**config.mk**
```make
export PLATFORM = sky130hd
export DESIGN_NAME = alu_writeback_stage_flat
export DESIGN_NICKNAME = d
export VERILOG_FILES = /design/src/rtl/alu_writeback_stage_pkg.sv /design/src/rtl/alu_writeback_stage_if.sv /design/src/rtl/alu_wb_fifo.sv /design/src/rtl/alu_writeback_stage.sv /design/src/flat_wrapper.sv
export SDC_FILE = /design/constraint.sdc
export NUM_CORES = 1
export LEC_CHECK = 0
export ABC_AREA = 1
export BUFFER_PORTS_ARGS = -buffer_cell sky130_fd_sc_hd__buf_2
export CORE_MARGIN = 8
export CORE_UTILIZATION = 55
export CTS_CLUSTER_SIZE = 40
export DETAILED_ROUTE_END_ITERATION = 16
export PLACE_DENSITY = 0.8
export SLEW_MARGIN = 20
export SYNTH_ARGS = -nofsm -noshare
export SYNTH_HDL_FRONTEND = slang
export SYNTH_SLANG_ARGS = --single-unit
```
**constraint.sdc**
```tcl
create_clock -name clk -period 4.8 [get_ports clk]
set_clock_uncertainty 0.2 [all_clocks]
set_input_delay 0.24 -clock clk [delete_from_list [all_inputs] [get_ports clk]]
set_output_delay 0.24 -clock clk [all_outputs]
set_load 0.03 [all_outputs]
```
**src/rtl/alu_writeback_stage_pkg.sv**
```systemverilog
// Shared opcode/compare encodings, FSM state type and result-entry layout for the ALU write-back
// stage. The optional error trap is enabled with the ALU_WB_ERROR_TRAP_EN macro.
package alu_writeback_stage_pkg;

    localparam int unsigned ALU_DATA_W = 16;
    localparam int unsigned OP_W       = 4;
    localparam int unsigned CMP_W      = 2;

    typedef enum logic [OP_W-1:0] {
        OP_ADD = 4'd0,
        OP_AND = 4'd1,
        OP_OR  = 4'd2,
        OP_SHL = 4'd3,
        OP_SHR = 4'd4,
        OP_SUB = 4'd5
    } alu_op_e;

    typedef enum logic [CMP_W-1:0] {
        CMP_EQ = 2'b00,
        CMP_GT = 2'b01,
        CMP_LT = 2'b11
    } alu_cmp_e;

    typedef enum logic {StRun, StTrap} wb_state_e;

    // Entry layout, LSB first: error, zero, cout, cmp, r, rd, op.
    localparam int unsigned ERR_OFF  = 0;
    localparam int unsigned ZERO_OFF = 1;
    localparam int unsigned COUT_OFF = 2;
    localparam int unsigned CMP_OFF  = 3;
    localparam int unsigned R_OFF    = CMP_OFF + CMP_W;

    function automatic int unsigned rd_off(int unsigned data_w);
        return R_OFF + data_w;
    endfunction

    function automatic int unsigned op_off(int unsigned data_w, int unsigned rd_w);
        return R_OFF + data_w + rd_w;
    endfunction

    function automatic int unsigned entry_w(int unsigned data_w, int unsigned rd_w);
        return op_off(data_w, rd_w) + OP_W;
    endfunction

endpackage

```
**src/rtl/alu_writeback_stage_if.sv**
```systemverilog
// Handshake bundle between the ALU, the write-back stage and the register-file write port.
// The master side is the ALU/register-file environment, the slave side is the stage itself.
interface alu_writeback_stage_if
    import alu_writeback_stage_pkg::*;
#(
    parameter int unsigned DATA_W = ALU_DATA_W,
    parameter int unsigned RD_W   = 4
);
    logic              in_valid;
    logic              in_ready;
    logic [OP_W-1:0]   in_op;
    logic [RD_W-1:0]   in_rd;
    logic [DATA_W-1:0] in_r;
    logic              in_cout;
    logic              in_zero;
    logic              in_error;
    logic [CMP_W-1:0]  in_cmp;
    logic              wb_valid;
    logic              wb_ready;
    logic [RD_W-1:0]   wb_rd;
    logic [DATA_W-1:0] wb_data;
    logic              flag_c;
    logic              flag_z;
    logic [CMP_W-1:0]  flag_cmp;
    logic              err_sticky;
    logic              trap;
    logic              trap_clear;

    modport master (
        output in_valid, in_op, in_rd, in_r, in_cout, in_zero, in_error, in_cmp, wb_ready,
               trap_clear,
        input  in_ready, wb_valid, wb_rd, wb_data, flag_c, flag_z, flag_cmp, err_sticky, trap
    );

    modport slave (
        input  in_valid, in_op, in_rd, in_r, in_cout, in_zero, in_error, in_cmp, wb_ready,
               trap_clear,
        output in_ready, wb_valid, wb_rd, wb_data, flag_c, flag_z, flag_cmp, err_sticky, trap
    );

endinterface

```
**src/rtl/alu_wb_fifo.sv**
```systemverilog
// Generic DEPTH-entry circular buffer with occupancy count, push/pop and a head view.
// DEPTH must be a power of two (>= 2) so the pointers wrap by natural overflow.
module alu_wb_fifo #(
    parameter int unsigned WIDTH = 8,
    parameter int unsigned DEPTH = 2
) (
    input  logic                     clk,
    input  logic                     reset,
    input  logic                     push,
    input  logic                     pop,
    input  logic [WIDTH-1:0]         wdata,
    output logic [WIDTH-1:0]         head,
    output logic [$clog2(DEPTH):0]   count
);
    localparam int unsigned PtrW = $clog2(DEPTH);
    localparam int unsigned CntW = PtrW + 1;

    logic [WIDTH-1:0] mem_q [DEPTH];
    logic [PtrW-1:0]  wr_ptr_q;
    logic [PtrW-1:0]  rd_ptr_q;
    logic [CntW-1:0]  count_q;

    always_ff @(posedge clk or posedge reset) begin
        if (reset) begin
            wr_ptr_q <= '0;
            rd_ptr_q <= '0;
            count_q  <= '0;
            for (int i = 0; i < DEPTH; i++) begin
                mem_q[i] <= '0;
            end
        end else begin
            if (push) begin
                mem_q[wr_ptr_q] <= wdata;
                wr_ptr_q        <= wr_ptr_q + 1'b1;
            end
            if (pop) begin
                rd_ptr_q <= rd_ptr_q + 1'b1;
            end
            count_q <= count_q + CntW'(push) - CntW'(pop);
        end
    end

    assign head  = mem_q[rd_ptr_q];
    assign count = count_q;

endmodule

```
**src/rtl/alu_writeback_stage.sv**
```systemverilog
// Buffers ALU results and presents them to the register-file write port; keeps the flag register.
// Define ALU_WB_ERROR_TRAP_EN to halt on an error entry until trap_clear instead of dropping it.
module alu_writeback_stage
    import alu_writeback_stage_pkg::*;
#(
    parameter int unsigned DATA_W = ALU_DATA_W,
    parameter int unsigned RD_W   = 4,
    parameter int unsigned DEPTH  = 2
) (
    input logic                  clk,
    input logic                  reset,
    alu_writeback_stage_if.slave bus
);
    localparam int unsigned RdOff  = rd_off(DATA_W);
    localparam int unsigned OpOff  = op_off(DATA_W, RD_W);
    localparam int unsigned EntryW = entry_w(DATA_W, RD_W);
    localparam int unsigned CntW   = $clog2(DEPTH) + 1;

    logic [EntryW-1:0] entry_in;
    logic [EntryW-1:0] head;
    logic [CntW-1:0]   count;
    logic              full;
    logic              empty;
    logic              run;
    logic              push;
    logic              pop;
    logic              retire;
    logic              head_err;
    logic              err_set;
    logic              trap;
    logic [OP_W-1:0]   head_op;
    wb_state_e         state_q;

    logic              flag_c_q;
    logic              flag_z_q;
    logic [CMP_W-1:0]  flag_cmp_q;
    logic              err_sticky_q;

    assign entry_in = {bus.in_op, bus.in_rd, bus.in_r, bus.in_cmp, bus.in_cout, bus.in_zero,
                       bus.in_error};

    alu_wb_fifo #(
        .WIDTH (EntryW),
        .DEPTH (DEPTH)
    ) u_fifo (
        .clk   (clk),
        .reset (reset),
        .push  (push),
        .pop   (pop),
        .wdata (entry_in),
        .head  (head),
        .count (count)
    );

    assign full     = (count == CntW'(DEPTH));
    assign empty    = (count == '0);
    assign run      = (state_q == StRun);
    assign head_op  = head[OpOff +: OP_W];
    assign head_err = !empty && head[ERR_OFF];
    assign err_set  = head_err && run;

    // in_ready depends only on registered state (and reset), never on wb_ready.
    assign bus.in_ready = !reset && !full && run;
    assign bus.wb_valid = !empty && !head[ERR_OFF] && run;
    assign bus.wb_rd    = empty ? '0 : head[RdOff +: RD_W];
    assign bus.wb_data  = empty ? '0 : head[R_OFF +: DATA_W];

    assign push   = bus.in_valid && bus.in_ready;
    assign retire = bus.wb_valid && bus.wb_ready;

`ifdef ALU_WB_ERROR_TRAP_EN
    wb_state_e state_d;

    always_ff @(posedge clk or posedge reset) begin
        if (reset) begin
            state_q <= StRun;
        end else begin
            state_q <= state_d;
        end
    end

    always_comb begin
        state_d = state_q;
        unique case (state_q)
            StRun:  if (head_err) state_d = StTrap;
            StTrap: if (bus.trap_clear) state_d = StRun;
        endcase
    end

    // The error entry stays at the head throughout TRAP and leaves only on trap_clear.
    always_comb begin
        pop  = retire;
        trap = 1'b0;
        if (state_q == StTrap) begin
            trap = 1'b1;
            pop  = bus.trap_clear;
        end
    end
`else
    logic unused_trap_clear;

    assign state_q           = StRun;
    assign unused_trap_clear = bus.trap_clear;

    // Error entries are discarded the cycle they reach the head.
    always_comb begin
        pop  = retire || head_err;
        trap = 1'b0;
    end
`endif

    always_ff @(posedge clk or posedge reset) begin
        if (reset) begin
            flag_c_q     <= 1'b0;
            flag_z_q     <= 1'b0;
            flag_cmp_q   <= CMP_EQ;
            err_sticky_q <= 1'b0;
        end else begin
            if (err_set) begin
                err_sticky_q <= 1'b1;
            end
            if (retire) begin
                flag_z_q <= head[ZERO_OFF];
                if (head_op == OP_ADD || head_op == OP_SUB) begin
                    flag_c_q <= head[COUT_OFF];
                end
                if (head_op == OP_SUB) begin
                    flag_cmp_q <= head[CMP_OFF +: CMP_W];
                end
            end
        end
    end

    assign bus.flag_c     = flag_c_q;
    assign bus.flag_z     = flag_z_q;
    assign bus.flag_cmp   = flag_cmp_q;
    assign bus.err_sticky = err_sticky_q;
    assign bus.trap       = trap;

endmodule

```
**src/flat_wrapper.sv**
```systemverilog
// flat-port wrapper written by rule: the top's interface ports become plain ports
module alu_writeback_stage_flat import alu_writeback_stage_pkg::*;
#(
    parameter int unsigned DATA_W = ALU_DATA_W,
    parameter int unsigned RD_W   = 4,
    parameter int unsigned DEPTH  = 2
)
  (clk, reset, bus_in_valid, bus_in_op, bus_in_rd, bus_in_r, bus_in_cout, bus_in_zero, bus_in_error, bus_in_cmp, bus_wb_ready, bus_trap_clear, bus_in_ready, bus_wb_valid, bus_wb_rd, bus_wb_data, bus_flag_c, bus_flag_z, bus_flag_cmp, bus_err_sticky, bus_trap);
  alu_writeback_stage_if #(.DATA_W(DATA_W), .RD_W(RD_W)) bus_i ();
  input logic clk;
  input logic reset;
  input wire logic [$bits(bus_i.in_valid)-1:0] bus_in_valid;
  input wire logic [$bits(bus_i.in_op)-1:0] bus_in_op;
  input wire logic [$bits(bus_i.in_rd)-1:0] bus_in_rd;
  input wire logic [$bits(bus_i.in_r)-1:0] bus_in_r;
  input wire logic [$bits(bus_i.in_cout)-1:0] bus_in_cout;
  input wire logic [$bits(bus_i.in_zero)-1:0] bus_in_zero;
  input wire logic [$bits(bus_i.in_error)-1:0] bus_in_error;
  input wire logic [$bits(bus_i.in_cmp)-1:0] bus_in_cmp;
  input wire logic [$bits(bus_i.wb_ready)-1:0] bus_wb_ready;
  input wire logic [$bits(bus_i.trap_clear)-1:0] bus_trap_clear;
  output wire logic [$bits(bus_i.in_ready)-1:0] bus_in_ready;
  output wire logic [$bits(bus_i.wb_valid)-1:0] bus_wb_valid;
  output wire logic [$bits(bus_i.wb_rd)-1:0] bus_wb_rd;
  output wire logic [$bits(bus_i.wb_data)-1:0] bus_wb_data;
  output wire logic [$bits(bus_i.flag_c)-1:0] bus_flag_c;
  output wire logic [$bits(bus_i.flag_z)-1:0] bus_flag_z;
  output wire logic [$bits(bus_i.flag_cmp)-1:0] bus_flag_cmp;
  output wire logic [$bits(bus_i.err_sticky)-1:0] bus_err_sticky;
  output wire logic [$bits(bus_i.trap)-1:0] bus_trap;
  assign bus_i.in_valid = bus_in_valid;
  assign bus_i.in_op = bus_in_op;
  assign bus_i.in_rd = bus_in_rd;
  assign bus_i.in_r = bus_in_r;
  assign bus_i.in_cout = bus_in_cout;
  assign bus_i.in_zero = bus_in_zero;
  assign bus_i.in_error = bus_in_error;
  assign bus_i.in_cmp = bus_in_cmp;
  assign bus_i.wb_ready = bus_wb_ready;
  assign bus_i.trap_clear = bus_trap_clear;
  assign bus_in_ready = bus_i.in_ready;
  assign bus_wb_valid = bus_i.wb_valid;
  assign bus_wb_rd = bus_i.wb_rd;
  assign bus_wb_data = bus_i.wb_data;
  assign bus_flag_c = bus_i.flag_c;
  assign bus_flag_z = bus_i.flag_z;
  assign bus_flag_cmp = bus_i.flag_cmp;
  assign bus_err_sticky = bus_i.err_sticky;
  assign bus_trap = bus_i.trap;
  alu_writeback_stage #(.DATA_W(DATA_W), .RD_W(RD_W), .DEPTH(DEPTH)) u_core (.clk(clk), .reset(reset), .bus(bus_i));
endmodule
```
==> results.json, run 1 <==
{
  "status": "finished, final reports clean",
  "synth_area_um2": 3052,
  "syn_avg_cell_area_um2": 8.226,
  "fill_cells": 433,
  "setup_viol": 0,
  "clk_latency_ns": 0.33,
  "slew_headroom_pct": 35.43,
  "final_util_pct": 69.57,
  "synth-seq-area-share_pct": 54.94,
  "pre_cts_slack_ns": 2.190,
  "design_area_um2": 3784,
  "async_reset_ff_share_pct": 100.0,
  "hp-class": "input pin to flip-flop",
  "antenna_left": 0,
  "synth_top_family_by_area": "simple AND/OR/NAND/NOR gates",
  "globalRouteOverflowTotal": 0,
  "fin_crit_sh_pct": 54.84,
  "synth_compound_area_share_pct": 13.74,
  "multiInputGateArea_um2": 1095,
  "io_pins": 62,
  "fin_ws_ns": 2.168,
  "p_per_area_nw_per_um2": 669.7,
  "synthFlopType": "dfrtp_1",
  "p_leak_nw": 2.040,
  "final_cells": 529,
  "yosysTopAreaCell": "dfrtp_1",
  "dp.cells": 483,
  "synth_common_cells": "142 x nand2_1, 67 x dfrtp_1, 42 x inv_1",
  "first_pass_iters": 5,
  "max-vdd-ir-drop_uv": 365.9,
  "vias": 2610,
  "hold_viol": 0,
  "yosys_warnings": 0,
  "drtIter0Drc": 137,
  "die_y_um": 90.49,
  "dieArea_um2": 8188,
  "antenna_found_initial": 0,
  "num_antenna_cells": 0,
  "tns_ns": 0,
  "yosys.area_share.adder_pct": 0.8200,
  "cts_sinks": 67,
  "synth_largest_type_area_fraction_pct": 54.94,
  "core_um2": 5439,
  "die_x_um": 90.49,
  "yosysMostFrequentCell": "nand2_1",
  "ys_seq_elements": 67,
  "cts_root_buf": "clkbuf_8",
  "max_freq_mhz": 379.9,
  "cts_setup_buffers": 0,
  "grt_pass1_wl_um": 11830,
  "rows": 27,
  "finalPower_mw": 2.534,
  "io_buffers": 59,
  "drv_slew": 0,
  "cp_max_fo": 22,
  "initial_core_util_pct": 56.11,
  "yosys.area_share.simple_pct": 20.01,
  "critPathKind": "flip-flop to flip-flop",
  "ctsHtreeMaxLevel": 3,
  "synth.distinct_cells": 22,
  "num-nets-final": 488,
  "maxCapViolCount": 0,
  "grt_max_degree": 60,
  "routed_wl_um": 6750,
  "via_per_inst": 4.934,
  "wl_per_cell_um": 12.76,
  "worst-r2r-setup-slack_ns": 2.17,
  "critPathArrivalTime_ns": 2.65,
  "synth_xor_area_share_pct": 0.8610,
  "clk_pin_slew_ns": 0.07,
  "grt_pass1_vias": 2677,
  "synth_fp_nets": 407,
  "synth_edf_count": 0,
  "end_kind": "flip-flop",
  "fin_crit_ns": 2.632,
  "final-seq-area_um2": 1677,
  "synthMuxAreaShare_pct": 0,
  "place.gp.congestion": 0.7501,
  "drc": 0,
  "cts_tree": "built",
  "holdWs_ns": 0.09838,
  "place_area_um2": 3322,
  "grt_usage_pct": 17.62,
  "cp-start-kind": "flip-flop",
  "syn_inst": 371,
  "worstMarginPinSlew_ns": 0.9675,
  "cts_buffer_depth": 2,
  "drive_gt1_share_pct": 17.29,
  "required_ns": 4.82,
  "rsz0062_at_grt": "no",
  "cts_buffers": 9,
  "dp_hpwl_um": 4112,
  "ys_top_cells_by_area": "dfrtp_1 55%, nand2_1 17%, o21ai_0 6.1%, inv_1 5.2%, o21ai_1 3.6%",
  "syn_to_final_growth_pct": 23.99
}
## per-layer routing
layer | vias up | GRT usage (%) | wire length, um
met5 | - | 0 | 0
met4 | 0 | 9.570 | 140
met3 | 14 | 3.824 | 311
met2 | 64 | 29.84 | 3333
met1 | 1213 | 20.26 | 2964
li1 | 1319 | - | -
## state kept, by name (all words and copies together) (netlist names)
name	flops
u_core.u_fifo.rd_ptr_q	1
u_core.bus.err_sticky	1
u_core.bus.flag_cmp	2
u_core.u_fifo.wr_ptr_q	1
u_core.bus.flag_c	1
u_core.u_fifo.count	2
u_core.u_fifo.mem_q	58
u_core.bus.flag_z	1
## worst max-delay path, cell delays in order (launching register included)
cell and delay (ns):
dfrtp_1 0.44, nor2_2 0.78, inv_1 0.14, nand3_1 0.21
nand2_1 0.12, ha_1 0.29, inv_1 0.04, ha_1 0.17
xnor2_1 0.12
## final timing paths
| check | start | endpoint | cells past startpoint |
|---|---|---|---|
| setup / recovery | u_core.u_fifo.count[1]$_DFF_PP0_ | u_core.u_fifo.count[1]$_DFF_PP0_ | 8 |
| hold / removal | bus_in_valid | u_core.u_fifo.wr_ptr_q$_DFFE_PP0N_ | 4 |
| setup reg to reg | u_core.u_fifo.count[1]$_DFF_PP0_ | u_core.u_fifo.count[1]$_DFF_PP0_ | 8 |
| hold reg to reg | u_core.bus.flag_c$_DFFE_PP0P_ | u_core.bus.flag_c$_DFFE_PP0P_ | 2 |
| max in group asynchronous | reset | u_core.u_fifo.mem_q[43]$_DFFE_PP0P_ | 4 |
| min in group asynchronous | reset | u_core.u_fifo.mem_q[55]$_DFFE_PP0P_ | 3 |
## cells by family after synthesis
group                    after synthesis
AO/OA/AOI/OAI                         81
XOR/XNOR                               3
adder cells (fa/ha/maj)                2
buffers and inverters                 63
flip-flops                            67
other                                  1
AND/OR/NAND/NOR                      154
## placed cells by master, fill, tap and decap left out, types with 2 or more instances in the layout
cell / n
a21oi_1: 20
inv_1: 41
clkbuf_8: 9
o21ai_0: 37
clkinv_2: 3
nor2_1: 3
ha_1: 2
o21ai_1: 22
buf_4: 2
clkbuf_1: 4
dfrtp_1: 67
buf_2: 59
dlygate4sd3_1: 30
nand3_1: 4
nand2_1: 142
xnor2_1: 2
## repair_timing
action / CTS / global route
hold buffers: 30 / 0
hold endpoints to repair: 70 / 0
gates resized for setup: 0 / 0
## power breakdown
| part | leakage, nW | switching (mW) | internal, mW |
|---|---|---|---|
| Clock | 0.0812 | 0.197 | 0.186 |
| Sequential | 0.833 | 0.143 | 0.825 |
| Combinational | 1.13 | 0.801 | 0.384 |
## layout make-up
| cell class | count | area share [%] |
|---|---|---|
| tap | 72 | 2.381 |
| inverter | 42 | 4.167 |
| timing repair buffer | 91 | 16.14 |
| sequential | 67 | 44.31 |
| clock buffer | 13 | 3.671 |
| multi-input combinational | 241 | 28.94 |
| clock inverter | 3 | 0.3968 |
Power figures use the tool's default switching activity.
==> inputs of run 2 (changes only) <==
--- a/config.mk
+++ b/config.mk
@@ -8,10 +8,10 @@
 export ABC_AREA = 1
 export BUFFER_PORTS_ARGS = -buffer_cell sky130_fd_sc_hd__buf_2
 export CORE_MARGIN = 8
-export CORE_UTILIZATION = 55
+export CORE_UTILIZATION = 49
 export CTS_CLUSTER_SIZE = 40
 export DETAILED_ROUTE_END_ITERATION = 16
-export PLACE_DENSITY = 0.8
+export PLACE_DENSITY = 0.75
 export SLEW_MARGIN = 20
 export SYNTH_ARGS = -nofsm -noshare
 export SYNTH_HDL_FRONTEND = slang
==> constraint.sdc (replaced) <==
create_clock -name clk -period 2.4 [get_ports clk]
set_clock_uncertainty 0.2 [all_clocks]
set_input_delay 0.12 -clock clk [delete_from_list [all_inputs] [get_ports clk]]
set_output_delay 0.12 -clock clk [all_outputs]
set_load 0.03 [all_outputs]
==> run 2 against run 1 <==
Compared with the run above:
- combinational power rose by 100%
- critical path depth fell by 3
- sequential power up 100%
- worst hold slack improved by 0.16 ns
- worst setup slack worse by 1.8 ns
- critical endpoint is now bus_wb_data[7]
- largest power group unchanged
- highest routed layer unchanged
==> results.json, run 2 (synthesis gave the netlist of run 1 again) <==
{
  "critPathSlowestCell": "dfrtp_1",
  "antenna_left": 0,
  "rsz0062_at_grt": "no",
  "clk_pin_slew_ns": 0.07,
  "worst-r2r-setup-slack_ns": 0.41,
  "layout_commonest_cell": "nand2_1",
  "wl_per_cell_um": 12.82,
  "cts_buffer_depth": 2,
  "top_register": "u_core.u_fifo.mem_q",
  "worstMarginPinSlew_ns": 0.6098,
  "hold_buffers": 32,
  "cts_buffers": 9,
  "max_freq_mhz": 498.5,
  "tns_ns": 0,
  "critPathKind": "flip-flop to output port",
  "cp_top_family": "buffers and inverters",
  "vias": 2625,
  "ctsResizeCount": 0,
  "p_per_area_nw_per_um2": 1362,
  "io_pins": 62,
  "place_area_um2": 3376,
  "final_cells": 538,
  "fin_crit_ns": 2.006,
  "cp-start-kind": "flip-flop",
  "design_area_um2": 3890,
  "finalPower_mw": 5.298,
  "drv_slew": 0,
  "die_y_um": 94.92,
  "critPathArrivalTime_ns": 1.69,
  "core_um2": 5956,
  "max-vdd-ir-drop_uv": 665.7,
  "globalRouteOverflowTotal": 0,
  "place.gp.congestion": 0.7440,
  "dp.cells": 491,
  "path_buf_inv": 3,
  "max_stage_delay_ns": 0.48,
  "rows": 28,
  "layout_common_cells": "142 x nand2_1, 67 x dfrtp_1, 59 x buf_2",
  "required_ns": 2.08,
  "setup_viol": 0,
  "num-nets-final": 495,
  "drc": 0,
  "crit_chain": "inv_1 -> buf_4 -> nand2_1 -> a21oi_1 -> buf_2",
  "drive_gt1_share_pct": 18.36,
  "hp-class": "input pin to asynchronous set/reset pin",
  "largest_reg_flops": 58,
  "grt_usage_pct": 16.39,
  "cp_max_fo": 16,
  "via_per_inst": 4.879,
  "grt_pass1_wl_um": 11510,
  "reg2reg_from": "u_core.u_fifo.rd_ptr_q$_DFFE_PP0N_",
  "fill_cells": 511,
  "maxCapViolCount": 0,
  "multiInputGateArea_um2": 1087,
  "initial_core_util_pct": 51.24,
  "r2r_end": "u_core.u_fifo.count[1]$_DFF_PP0_",
  "dieArea_um2": 9009,
  "end_kind": "output port",
  "io_buffers": 59,
  "antenna_found_initial": 0,
  "hold_viol": 0,
  "grt_max_degree": 60,
  "clk_latency_ns": 0.34,
  "cts_tree": "built",
  "p_leak_nw": 2.095,
  "reg2regPathDepth": 9,
  "drtIter0Drc": 192,
  "routed_wl_um": 6897,
  "die_x_um": 94.92,
  "cts_root_buf": "clkbuf_8",
  "syn_to_final_growth_pct": 27.47,
  "final-seq-area_um2": 1677,
  "fin_crit_sh_pct": 83.58,
  "slew_headroom_pct": 59.28,
  "holdWs_ns": 0.2550,
  "dp_hpwl_um": 4435,
  "cts_setup_buffers": 0,
  "grt_pass1_vias": 2580,
  "ctsHtreeMaxLevel": 3,
  "cts_sinks": 67,
  "status": "finished, final reports clean",
  "first_pass_iters": 4,
  "num_antenna_cells": 0
}
## run 2: cell types whose count changed in the layout (fill, tap and decap cells not counted)
cell and change:
clkbuf_8 +2, clkinv_2 -2, dlygate4sd3_1 +2, clkbuf_1 -2
buf_4 +4, nand3_4 -1, buf_12 +1, bufinv_16 +1
nand3_2 +1
## run 2: worst max path at each step
stage,to,startpoint,cells past startpoint,slack [ns]
6_report,bus_wb_data[7],u_core.u_fifo.rd_ptr_q$_DFFE_PP0N_,5,0.39
5_1_grt,u_core.u_fifo.count[1]$_DFF_PP0_,u_core.u_fifo.rd_ptr_q$_DFFE_PP0N_,9,0.24
4_1_cts,bus_wb_data[7],u_core.u_fifo.rd_ptr_q$_DFFE_PP0N_,5,0.37
3_5_place_dp,u_core.u_fifo.count[1]$_DFF_PP0_,u_core.u_fifo.rd_ptr_q$_DFFE_PP0N_,9,0.40
3_3_place_gp,u_core.u_fifo.count[1]$_DFF_PP0_,u_core.u_fifo.rd_ptr_q$_DFFE_PP0N_,9,0.48
2_1_floorplan,u_core.bus.err_sticky$_DFFE_PP0P_,reset,1,0.40
## run 2: cell type report
type / count / share of cell area [%]
clock buffers: 13 / 4.085
flip-flops and latches: 67 / 43.10
clock inverters: 2 / 0.9006
well taps: 75 / 2.412
multi-input cells: 241 / 27.95
inverters: 42 / 4.053
repair buffers: 98 / 17.50
## run 2: per-layer routing
layer  GRT usage, %  vias up  wire (um)
li1               -     1333          -
met1          19.56     1199       3055
met4          9.623        0        159
met2          27.06       80       3208
met5              0        -          0
met3          3.095       13        474
## run 2: report_power, final
group | switching (mW) | internal [mW]
combinational | 1.60 | 0.812
sequential | 0.304 | 1.65
clock | 0.403 | 0.530
## run 2: through the flow
stage	util (%)	setup slack (ns)
2_1_floorplan	-	0.3968
3_3_place_gp	56.68	0.4824
3_5_place_dp	56.68	0.4015
4_1_cts	65.32	0.3679
5_1_grt	65.32	0.2446
6_report	65.32	0.3942
## run 2: worst register-to-register path, delay by kind of cell, from the launching register on
family | cells | cell delay, ns
and+or+nand+nor | 4 | 0.42
xor gates and xnor gates | 1 | 0.12
adders and majority gates | 2 | 0.47
buffers and inverters | 2 | 0.16
DFF | 1 | 0.51
==> inputs of run 3 (changes only) <==
--- a/config.mk
+++ b/config.mk
@@ -5,7 +5,7 @@
 export SDC_FILE = /design/constraint.sdc
 export NUM_CORES = 1
 export LEC_CHECK = 0
-export ABC_AREA = 1
+export ABC_AREA = 0
 export BUFFER_PORTS_ARGS = -buffer_cell sky130_fd_sc_hd__buf_2
 export CORE_MARGIN = 8
 export CORE_UTILIZATION = 49
==> constraint.sdc (replaced) <==
create_clock -name clk -period 1.68 [get_ports clk]
set_clock_uncertainty 0.2 [all_clocks]
set_input_delay 0.084 -clock clk [delete_from_list [all_inputs] [get_ports clk]]
set_output_delay 0.084 -clock clk [all_outputs]
set_load 0.03 [all_outputs]
==> run 3 against run 2 <==
Compared with the run above:
- the flow now finishes with violations (setup timing)
- power is 100% higher
- worst hold slack lost 0.13 ns
- via count down 15%
- critical path depth stayed put
- sequential power increased by 59%
- register-to-register slack worse by 0.70 ns
- global-route usage grew 0.89 points
- critical endpoint is now u_core.bus.flag_cmp[1]$_DFFE_PP0P_
- largest power group unchanged
- largest cell class unchanged
==> results.json, run 3 <==
{
  "critPathArrivalTime_ns": 2.00,
  "cts_buffers": 9,
  "cp_max_fo": 8,
  "rows": 29,
  "initial_core_util_pct": 49.49,
  "async_reset_ff_share_pct": 100.0,
  "dp_hpwl_um": 4375,
  "path_buf_inv": 1,
  "final_cells": 431,
  "layout_commonest_cell": "dfrtp_1",
  "core_um2": 6205,
  "layout_common_cells": "66 x dfrtp_1, 43 x mux2_4, 39 x buf_2",
  "routed_wl_um": 8489,
  "antenna_left": 0,
  "synth_largest_type_area_fraction_pct": 54.60,
  "synth_area_um2": 3070,
  "cp-start-kind": "flip-flop",
  "synth_fp_nets": 258,
  "ys_seq_elements": 67,
  "synth.distinct_cells": 30,
  "crit_chain": "buf_4 -> nor3b_1 -> o211ai_1 -> nand2b_4 -> mux2_2",
  "top_register": "u_core.u_fifo.mem_q",
  "io_pins": 62,
  "cp_top_family": "flip-flops",
  "fin_crit_ns": 1.974,
  "ys_top_cells_by_area": "dfrtp_1 55%, mux2_2 19%, mux2i_1 7.5%, mux2_4 4.9%, nor2_1 2.7%",
  "dieArea_um2": 9055,
  "grt_usage_pct": 17.28,
  "die_x_um": 95.16,
  "place.gp.congestion": 0.7314,
  "via_per_inst": 5.186,
  "yosysTopAreaCell": "dfrtp_1",
  "max_stage_delay_ns": 0.46,
  "wl_per_cell_um": 19.70,
  "hp-class": "input pin to flip-flop",
  "cts_root_buf": "clkbuf_8",
  "place_area_um2": 3677,
  "io_buffers": 59,
  "synth-seq-area-share_pct": 54.60,
  "grt_max_degree": 50,
  "cts_buffer_depth": 2,
  "required_ns": 1.71,
  "max-vdd-ir-drop_uv": 1355,
  "maxCapViolCount": 0,
  "dp.cells": 365,
  "critPathKind": "flip-flop to flip-flop",
  "grt_pass1_wl_um": 12020,
  "grt_pass1_vias": 2427,
  "setup_viol": 84,
  "final_util_pct": 78.58,
  "yosys_warnings": 0,
  "pre_cts_slack_ns": -0.2670,
  "cts_tree": "built",
  "violations": "setup timing",
  "fin_crit_sh_pct": 117.5,
  "yosysMostFrequentCell": "dfrtp_1",
  "synth_common_cells": "67 x dfrtp_1, 52 x mux2_2, 23 x mux2i_1",
  "p_leak_nw": 2.298,
  "first_pass_iters": 4,
  "drtIter0Drc": 77,
  "slew_headroom_pct": 44.61,
  "globalRouteOverflowTotal": 0,
  "critPathSlowestCell": "dfrtp_2",
  "die_y_um": 95.16,
  "antenna_found_initial": 0,
  "largest_reg_flops": 58,
  "drive_gt1_share_pct": 62.71,
  "p_per_area_nw_per_um2": 2197,
  "rsz0062_at_grt": "yes",
  "status": "finished, violations left",
  "drv_slew": 0,
  "max_freq_mhz": 506.7,
  "synthFlopType": "dfrtp_1",
  "worstMarginPinSlew_ns": 0.8281,
  "fin_ws_ns": -0.2937,
  "worst-r2r-setup-slack_ns": -0.29,
  "design_area_um2": 4876,
  "vias": 2235,
  "clk_latency_ns": 0.34,
  "syn_inst": 222,
  "syn_avg_cell_area_um2": 13.83,
  "end_kind": "flip-flop",
  "num-nets-final": 385,
  "syn_to_final_growth_pct": 58.80,
  "cts_sinks": 67,
  "drc": 0,
  "synth_edf_count": 0,
  "num_antenna_cells": 0,
  "hold_viol": 0,
  "clk_pin_slew_ns": 0.08,
  "ctsHtreeMaxLevel": 3
}
-- run 3: final cells by class --
cell class / instances / area (um2)
Sequential cell: 67 / 1678
Multi-Input combinational cell: 139 / 1625
Fill cell: 333 / 1329
Timing Repair Buffer: 129 / 1260
Clock buffer: 10 / 137.6
Tap cell: 77 / 96.34
Clock inverter: 6 / 63.81
Inverter: 3 / 15.01
-- run 3: path summary, 6_finish.rpt --
| path | start | endpoint | cells after the start |
|---|---|---|---|
| worst max-delay path | u_core.u_fifo.rd_ptr_q$_DFFE_PP0N_ | u_core.bus.flag_cmp[1]$_DFFE_PP0P_ | 5 |
| worst min-delay path | reset | u_core.u_fifo.wr_ptr_q$_DFFE_PP0N_ | 5 |
| worst max register to register | u_core.u_fifo.rd_ptr_q$_DFFE_PP0N_ | u_core.bus.flag_cmp[1]$_DFFE_PP0P_ | 5 |
| worst min register to register | u_core.bus.err_sticky$_DFFE_PP0P_ | u_core.bus.err_sticky$_DFFE_PP0P_ | 1 |
| max in group asynchronous | reset | u_core.bus.err_sticky$_DFFE_PP0P_ | 4 |
| min in group asynchronous | reset | u_core.u_fifo.mem_q[28]$_DFFE_PP0P_ | 4 |
-- run 3: tightest hold or removal path, cell delays in order --
cell	delay, ns
buf_2	0.10
clkinvlp_4	0.13
o211ai_4	0.13
buf_4	0.13
xnor2_1	0.06
-- run 3: through the flow --
| stage | hold WS [ns] | setup TNS, ns | power, mW |
|---|---|---|---|
| 6_report | 0.1227 | -8.385 | 10.71 |
| 5_1_grt | 0.1658 | -12.24 | 11.21 |
| 4_1_cts | -0.1727 | -6.012 | 9.421 |
| 3_5_place_dp | 0.03192 | -1.408 | 7.354 |
| 3_3_place_gp | 0.03232 | -1.287 | 7.243 |
| 2_1_floorplan | 0.03205 | -38.55 | 6.160 |
-- run 3: kinds of logic after synthesis --
group | synth area share [%]
AND/OR/NAND/NOR | 4.646
other | 0.1221
buffers and inverters | 3.382
flip-flops | 54.60
adder cells (fa/ha/maj) | 0.8149
multiplexers | 31.91
AO/OA/AOI/OAI | 3.097
XOR/XNOR | 1.426
-- run 3: report_power, final --
part	switching [mW]	internal, mW	total (mW)	leakage [nW]
Clock	0.639	0.726	1.37	0.0987
Sequential	0.666	2.43	3.10	0.796
Combinational	2.88	3.37	6.25	1.40
-- run 3: what timing repair did --
item / 4_1_cts / 5_1_grt
hold buffers: 32 / 1
gates resized for setup: 42 / 83
endpoints found under the hold margin: 127 / 49
setup endpoints to repair: 54 / 84
gates cloned: 2 / 4
buffers inserted: 9 / 5
pin swaps: 6 / 6
-- run 3: layer usage --
layer / GRT usage [%] / vias up / part of all wire, %
met5: 0 / - / 0
met4: 5.722 / 0 / 1.9
met3: 3.701 / 13 / 3.4
met2: 28.88 / 48 / 52
met1: 21.73 / 1142 / 42
li1: - / 1032 / -
